--- src/rtl/alu_share_arbiter.sv ---
// rtl/alu_share_arbiter.sv - round-robin sharing of one combinational ALU between two requesters
//
// Two requesters share one external combinational ALU. Only one operation is
// in flight at a time: IDLE -> EXEC -> RESP -> IDLE.
// Ports:
//   clk, rst                 clock (rising edge), asynchronous active-low reset
//   req{0,1}_valid/ready     request handshake (ready is combinational, IDLE only)
//   req{0,1}_a/_b/_ctrl      request operands and ALUControl code
//   rsp{0,1}_valid/ready     response handshake, valid only for the owner
//   rsp_result, rsp_z/n/v/c  registered ALU result and flags
//   rsp_err                  ctrl was an unsupported code (100, 110, 111)
//   alu_a/_b/_ctrl           registered operands to the ALU instance
//   alu_result, alu_z/n/v/c  ALU outputs
//   op_cnt                   completed responses, wraps
module alu_share_arbiter #(
  parameter int WIDTH = 32,
  parameter int CNT_W = 16
) (
  input  logic             clk,
  input  logic             rst,
  input  logic             req0_valid,
  output logic             req0_ready,
  input  logic [WIDTH-1:0] req0_a,
  input  logic [WIDTH-1:0] req0_b,
  input  logic [2:0]       req0_ctrl,
  input  logic             req1_valid,
  output logic             req1_ready,
  input  logic [WIDTH-1:0] req1_a,
  input  logic [WIDTH-1:0] req1_b,
  input  logic [2:0]       req1_ctrl,
  output logic             rsp0_valid,
  input  logic             rsp0_ready,
  output logic             rsp1_valid,
  input  logic             rsp1_ready,
  output logic [WIDTH-1:0] rsp_result,
  output logic             rsp_z,
  output logic             rsp_n,
  output logic             rsp_v,
  output logic             rsp_c,
  output logic             rsp_err,
  output logic [WIDTH-1:0] alu_a,
  output logic [WIDTH-1:0] alu_b,
  output logic [2:0]       alu_ctrl,
  input  logic [WIDTH-1:0] alu_result,
  input  logic             alu_z,
  input  logic             alu_n,
  input  logic             alu_v,
  input  logic             alu_c,
  output logic [CNT_W-1:0] op_cnt
);

  typedef enum logic [1:0] {
    IDLE = 2'd0,
    EXEC = 2'd1,
    RESP = 2'd2
  } state_t;

  state_t state;
  logic   owner;
  logic   last_grant;
  logic   grant0;
  logic   grant1;
  logic   rsp_hs;

  // On a tie the requester that did not win last time gets the grant.
  always_comb begin
    grant0 = 1'b0;
    grant1 = 1'b0;
    if (state == IDLE) begin
      if (req0_valid && req1_valid) begin
        grant0 = last_grant;
        grant1 = !last_grant;
      end else begin
        grant0 = req0_valid;
        grant1 = req1_valid;
      end
    end
  end

  assign req0_ready = grant0;
  assign req1_ready = grant1;

  // rsp valids are only ever high in RESP, so this is the owner's handshake.
  assign rsp_hs = (rsp0_valid && rsp0_ready) || (rsp1_valid && rsp1_ready);

  always_ff @(posedge clk or negedge rst) begin
    if (!rst) begin
      state      <= IDLE;
      owner      <= 1'b0;
      last_grant <= 1'b1;
      alu_a      <= '0;
      alu_b      <= '0;
      alu_ctrl   <= 3'b000;
      rsp0_valid <= 1'b0;
      rsp1_valid <= 1'b0;
      rsp_result <= '0;
      rsp_z      <= 1'b0;
      rsp_n      <= 1'b0;
      rsp_v      <= 1'b0;
      rsp_c      <= 1'b0;
      rsp_err    <= 1'b0;
      op_cnt     <= '0;
    end else begin
      case (state)
        IDLE: begin
          if (grant0 || grant1) begin
            alu_a      <= grant1 ? req1_a : req0_a;
            alu_b      <= grant1 ? req1_b : req0_b;
            alu_ctrl   <= grant1 ? req1_ctrl : req0_ctrl;
            owner      <= grant1;
            last_grant <= grant1;
            state      <= EXEC;
          end
        end
        EXEC: begin
          // Unsupported codes still go through the ALU; only flagged here.
          rsp_result <= alu_result;
          rsp_z      <= alu_z;
          rsp_n      <= alu_n;
          rsp_v      <= alu_v;
          rsp_c      <= alu_c;
          rsp_err    <= (alu_ctrl == 3'b100) || (alu_ctrl == 3'b110) ||
                        (alu_ctrl == 3'b111);
          rsp0_valid <= !owner;
          rsp1_valid <= owner;
          state      <= RESP;
        end
        RESP: begin
          if (rsp_hs) begin
            rsp0_valid <= 1'b0;
            rsp1_valid <= 1'b0;
            op_cnt     <= op_cnt + {{(CNT_W-1){1'b0}}, 1'b1};
            state      <= IDLE;
          end
        end
        default: begin
          state <= IDLE;
        end
      endcase
    end
  end

endmodule

--- config.mk ---
export PLATFORM = sky130hd
export DESIGN_NAME = alu_share_arbiter
export DESIGN_NICKNAME = d
export VERILOG_FILES = /design/src/rtl/alu_share_arbiter.sv
export SDC_FILE = /design/constraint.sdc
export NUM_CORES = 1
export LEC_CHECK = 0
export ABC_AREA = 1
export CORE_UTILIZATION = 36
export DETAILED_ROUTE_END_ITERATION = 16
export PLACE_DENSITY = 0.77
export RECOVER_POWER = 50
export SETUP_SLACK_MARGIN = 0.5
export SYNTH_ARGS = -nofsm -noshare
export SYNTH_HDL_FRONTEND = slang
export SYNTH_SLANG_ARGS = --single-unit
--- constraint.sdc ---
create_clock -name clk -period 1.3 [get_ports clk]
set_input_delay 0.195 -clock clk [delete_from_list [all_inputs] [get_ports clk]]
set_output_delay 0.195 -clock clk [all_outputs]
set_load 0.1 [all_outputs]
* After elaboration in Yosys (flattened, before gate mapping)
Index checks and enable logic that the tools add are counted.
** Word-level totals
- Register bits after elaboration :: 126
- Output and inout bits :: 124
** Cells by class
- Add/sub/neg operators :: 1
- Eq/ne operators :: 7
- Muxes and demuxes :: 13
- Reductions and logical operators :: 15
** Operators with widths (count)
- $mux W32 :: 2
- $add A16 B1 Y16 const B :: 1
- $eq A3 B3 Y1 const B :: 3
- $reduce_and A2 Y1 :: 4
- $pmux W2 S3 :: 1
- $mux W1 :: 5
- $logic_or A1 B1 Y1 :: 4
- $mux W2 :: 2
- $pmux W1 S2 :: 2
- $logic_and A1 B1 Y1 :: 3
- $mux W3 :: 1
- $eq A2 B1 Y1 const B :: 1
- $eq A2 B2 Y1 const B :: 1
- $logic_not A1 Y1 :: 2
- $logic_not A2 Y1 :: 1
- $ne A2 B1 Y1 const B :: 1
- $ne A2 B2 Y1 const B :: 1
- $reduce_bool A2 Y1 :: 1

* Logic depth before layout (Yosys ltp)
- Depth after elaboration :: 6
- Mapped depth :: 8

* Worst setup path after synthesis
No wires, ideal clock.
- Path type :: register -> output
- From :: register state[0]
- To :: output req0_ready
- Arrival :: 2082 ps
- Required time :: 1105 ps
- Path slack :: -977 ps
- Cell stages (with the launch flop) :: 4
- Path buffers :: 0
- Path through :: dfrtp_1 nor2_2 nand2_1 a21oi_1
** On the way
- Cells in the longest elaborated chain, start to end :: 2
** Ends and longest elaborated chain
- from (decl) :: RTL line 58 : state_t state;
- from (signal assigned) :: RTL line 88 : state <= IDLE;
- from (signal assigned) :: RTL line 112 : state <= EXEC;
- from (signal assigned) :: RTL line 126 : state <= RESP;
- $logic_not A2 Y1 :: RTL line 69 : if (state == IDLE) begin
- $mux W1 :: RTL line 69
- to (decl) :: RTL line 22 : output logic req0_ready,
Every way passes these cells.

* Worst setup path in the final report
- From :: register state[0]
- To :: output req1_ready
** On the way
- Cells in the longest elaborated chain, start to end :: 2
** Ends and longest elaborated chain
- $logic_not A2 Y1 :: RTL line 69
- $mux W1 :: RTL line 69
- to (decl) :: RTL line 27 : output logic req1_ready,
Every way passes these cells.

==> impl_metrics.json <==
{
  "coreArea_um2": 15900,
  "num_vias": 6707,
  "cap_violations": 0,
  "dp.cells": 1262,
  "synthCells": 737,
  "use_met3_pct": 8.67,
  "cts.sinks": 126,
  "drc": 0,
  "drive_above_1_share_pct": 38.8,
  "dieArea_um2": 16800,
  "crit_arrival_ns": 1.49,
  "firstDrtPassIters": 5,
  "htree_levels": 4,
  "worstPathCellList": "nor2_4 -> nand3_4 -> buf_12 -> clkinvlp_4 -> buf_12",
  "setup_viol": 124,
  "worst-path-buf-inv": 3,
  "worstSetupStartpointType": "flip-flop",
  "hold_viol_final": 0,
  "synthMuxAreaShare_pct": 0,
  "synth_area_per_cell_um2": 7.95,
  "port_buffers": 299,
  "max_stage_delay_ns": 0.40,
  "synth_fp_nets": 914,
  "clk_latency_ns": 0.43,
  "grt_use_total_pct": 27.1,
  "outcome": "finished, violations left",
  "ys_ff_latch": 126,
  "r2r_slack_ns": -0.35,
  "dieWidth_um": 130,
  "dpl.hpwl_um": 15100,
  "final_util_pct": 79.8,
  "row_count": 46,
  "r2r_start": "state[0]",
  "fin_area_um2": 12700,
  "antenna_found_initial": 0,
  "clk_pin_slew_worst_paths_ns": 0.07,
  "final_cells": 1358,
  "end_kind": "output port",
  "cp_top_family": "flip-flops",
  "yosys.area_share.simple_pct": 26.5,
  "grt_pass1_vias": 6680,
  "gp_congestion": 0.837,
  "grt_use_met1_pct": 28.0,
  "finalWorstSetupSlack_ns": -0.380,
  "final.fill_count": 906,
  "synth_area_leaders": "dfrtp_1 53%, nand2_1 23%, o211ai_1 8.5%",
  "min_path_type": "primary input to asynchronous set/reset pin",
  "synth_top_area_share_pct": 53.4,
  "gr-usage-met2_pct": 48.9,
  "viasPerCell": 4.94,
  "wl_per_cell_um": 18.4,
  "r2r_cells": 8,
  "antenna_left": 0,
  "crit_type": "flip-flop to output port",
  "fin_skew_ns": 0.0216,
  "drtIter0Drc": 422,
  "tritoncts": "yes",
  "cts_buffers": 17,
  "ys_warn_count": 0,
  "finalCriticalPeriod_ns": 1.68,
  "r2r-end": "alu_a[29]",
  "slowest_stage": "dfrtp_1",
  "clk_path_buf_depth": 2,
  "worstMarginPinSlew_ns": 0.434,
  "initial_core_util_pct": 36.9,
  "grt_pass1_wl_um": 34100,
  "dpl_cell_area_um2": 11200,
  "synth_xor_area_share_pct": 0.896,
  "io_pins": 300,
  "area_growth_pct": 116,
  "grt_overflow": 0,
  "fp.dieH_um": 130,
  "slew_viol_final": 0,
  "synth-adder-area-share_pct": 0.213,
  "finalWirelength_um": 25000,
  "slew_headroom_pct": 71.1,
  "path_max_fanout": 3,
  "grt_max_degree": 53,
  "fin_crit_sh_pct": 129,
  "synth_top_family_by_area": "simple AND/OR/NAND/NOR gates",
  "synth.distinct_cells": 25,
  "fin_nets": 1308,
  "fmax_mhz": 595,
  "rsz0062_at_grt": "true",
  "synth_compound_area_share_pct": 9.33,
  "violations": "negative setup slack",
  "synth_area_leader_cell": "dfrtp_1",
  "cp.required_ns": 1.11,
  "root_buffer": "clkbuf_16",
  "grt.busiest_layer": "met2",
  "cp_common_cell": "buf_12",
  "syn_area_um2": 5860,
  "seq_area_frac_synth_pct": 53.8
}
[cells in the final DEF, fill, tap and decap left out, types with 4 or more instances in the layout]
master           Yosys  final
buf_12               0    135
buf_4                4     61
buf_6                1     25
clkbuf_16            0     24
clkdlybuf4s50_1      0    174
dfrtp_4              0    122
inv_1               91     83
inv_2                1      4
nand2_1            357    331
nand2_2              1     24
nand2_4              1      4
nand3_1             11      5
nand3_2              0      5
nand4_1              5      5
nor2_1              19     12
nor2_4               2      8
o211ai_1            66     66
o21ai_1              2      5
xor2_1               5      5
[sequential cells by signal, indices dropped and copies added, names as in the netlist]
name / count
rsp_c: 1
alu_a: 32
rsp_result: 32
rsp_err: 1
state: 2
rsp_n: 1
alu_ctrl: 3
rsp_z: 1
op_cnt: 16
last_grant: 1
alu_b: 32
rsp1_valid: 1
rsp_v: 1
owner: 1
rsp0_valid: 1
[per-layer routing]
layer | routed length (um) | part of all wire, % | vias up
met5 | 0 | 0 | -
met4 | 867 | 3.5 | 0
met3 | 2000 | 8.0 | 73
met2 | 13300 | 53 | 332
met1 | 8800 | 35 | 3228
li1 | - | - | 3074
[final cells by class]
| class | instances | area (um^2) | area share (%) |
|---|---|---|---|
| well taps | 216 | 270 | 2.13 |
| clock inverters | 7 | 90.1 | 0.710 |
| clock buffers | 22 | 464 | 3.66 |
| repair buffers | 412 | 5520 | 43.5 |
| multi-input cells | 482 | 2360 | 18.6 |
| diodes | 1 | 2.50 | 0.0197 |
| inverters | 92 | 362 | 2.85 |
| flip-flops and latches | 126 | 3610 | 28.5 |
[synthesized netlist by cell type]
| cell | count |
|---|---|
| nand2_1 | 357 |
| dfrtp_1 | 125 |
| inv_1 | 91 |
| o211ai_1 | 66 |
| buf_2 | 27 |
| nor2_1 | 19 |
| nand3_1 | 11 |
| clkbuf_1 | 5 |
| nand4_1 | 5 |
| xor2_1 | 5 |
| buf_4 | 4 |
| o21ai_0 | 4 |
| a21oi_1 | 3 |
| nor2_2 | 2 |
| nor2_4 | 2 |
| o21ai_1 | 2 |
| buf_6 | 1 |
| dfstp_2 | 1 |
| ha_1 | 1 |
| inv_2 | 1 |
| nand2_2 | 1 |
| nand2_4 | 1 |
| nor3_1 | 1 |
| o22ai_1 | 1 |
| xnor2_1 | 1 |
[worst max path at each step]
stage | startpoint | to | slack [ns] | depth (start not counted)
5_1_grt | state[0] | req1_ready | -0.44 | 5
3_3_place_gp | req1_valid | alu_b[4] | -0.26 | 6
6_report | state[0] | req1_ready | -0.38 | 5
3_5_place_dp | req1_valid | alu_b[6] | -0.35 | 6
4_1_cts | state[0] | req1_ready | -0.42 | 5
2_1_floorplan | op_cnt[1] | op_cnt[8] | -0.17 | 8
[through the flow]
stage / hold WS, ns / worst slack [ns] / TNS, ns
global placement: 0.0657 / -0.262 / -17.49
floorplan: -0.101 / -0.174 / -1.10
global route: 0.258 / -0.440 / -34.53
CTS: 0.175 / -0.415 / -17.36
detailed placement: 0.0689 / -0.348 / -21.16
finish: 0.256 / -0.380 / -25.06
[cells by family after synthesis]
family / Yosys count
compound gates: 76
fa+ha+maj: 1
buf+inv: 129
xor+xnor: 6
flops: 126
simple gates: 399
[worst register-to-register path: stages, from the launching register on]
cell	delay, ns
dfrtp_1	0.40
nor2_4	0.19
nand3_4	0.11
buf_4	0.14
buf_6	0.13
buf_12	0.16
buf_4	0.15
o211ai_1	0.18
nand2_1	0.08
[repair_timing]
action	in CTS	in global routing
hold endpoints to repair	125	0
hold buffers	1	0
resized for setup	35	47
setup endpoints to repair	250	319
buffers inserted	34	20
pin swaps	8	39
gates cloned	3	8
Power is not shown: default switching activity piles up to over one toggle a cycle in this logic, so the estimate is an artifact.
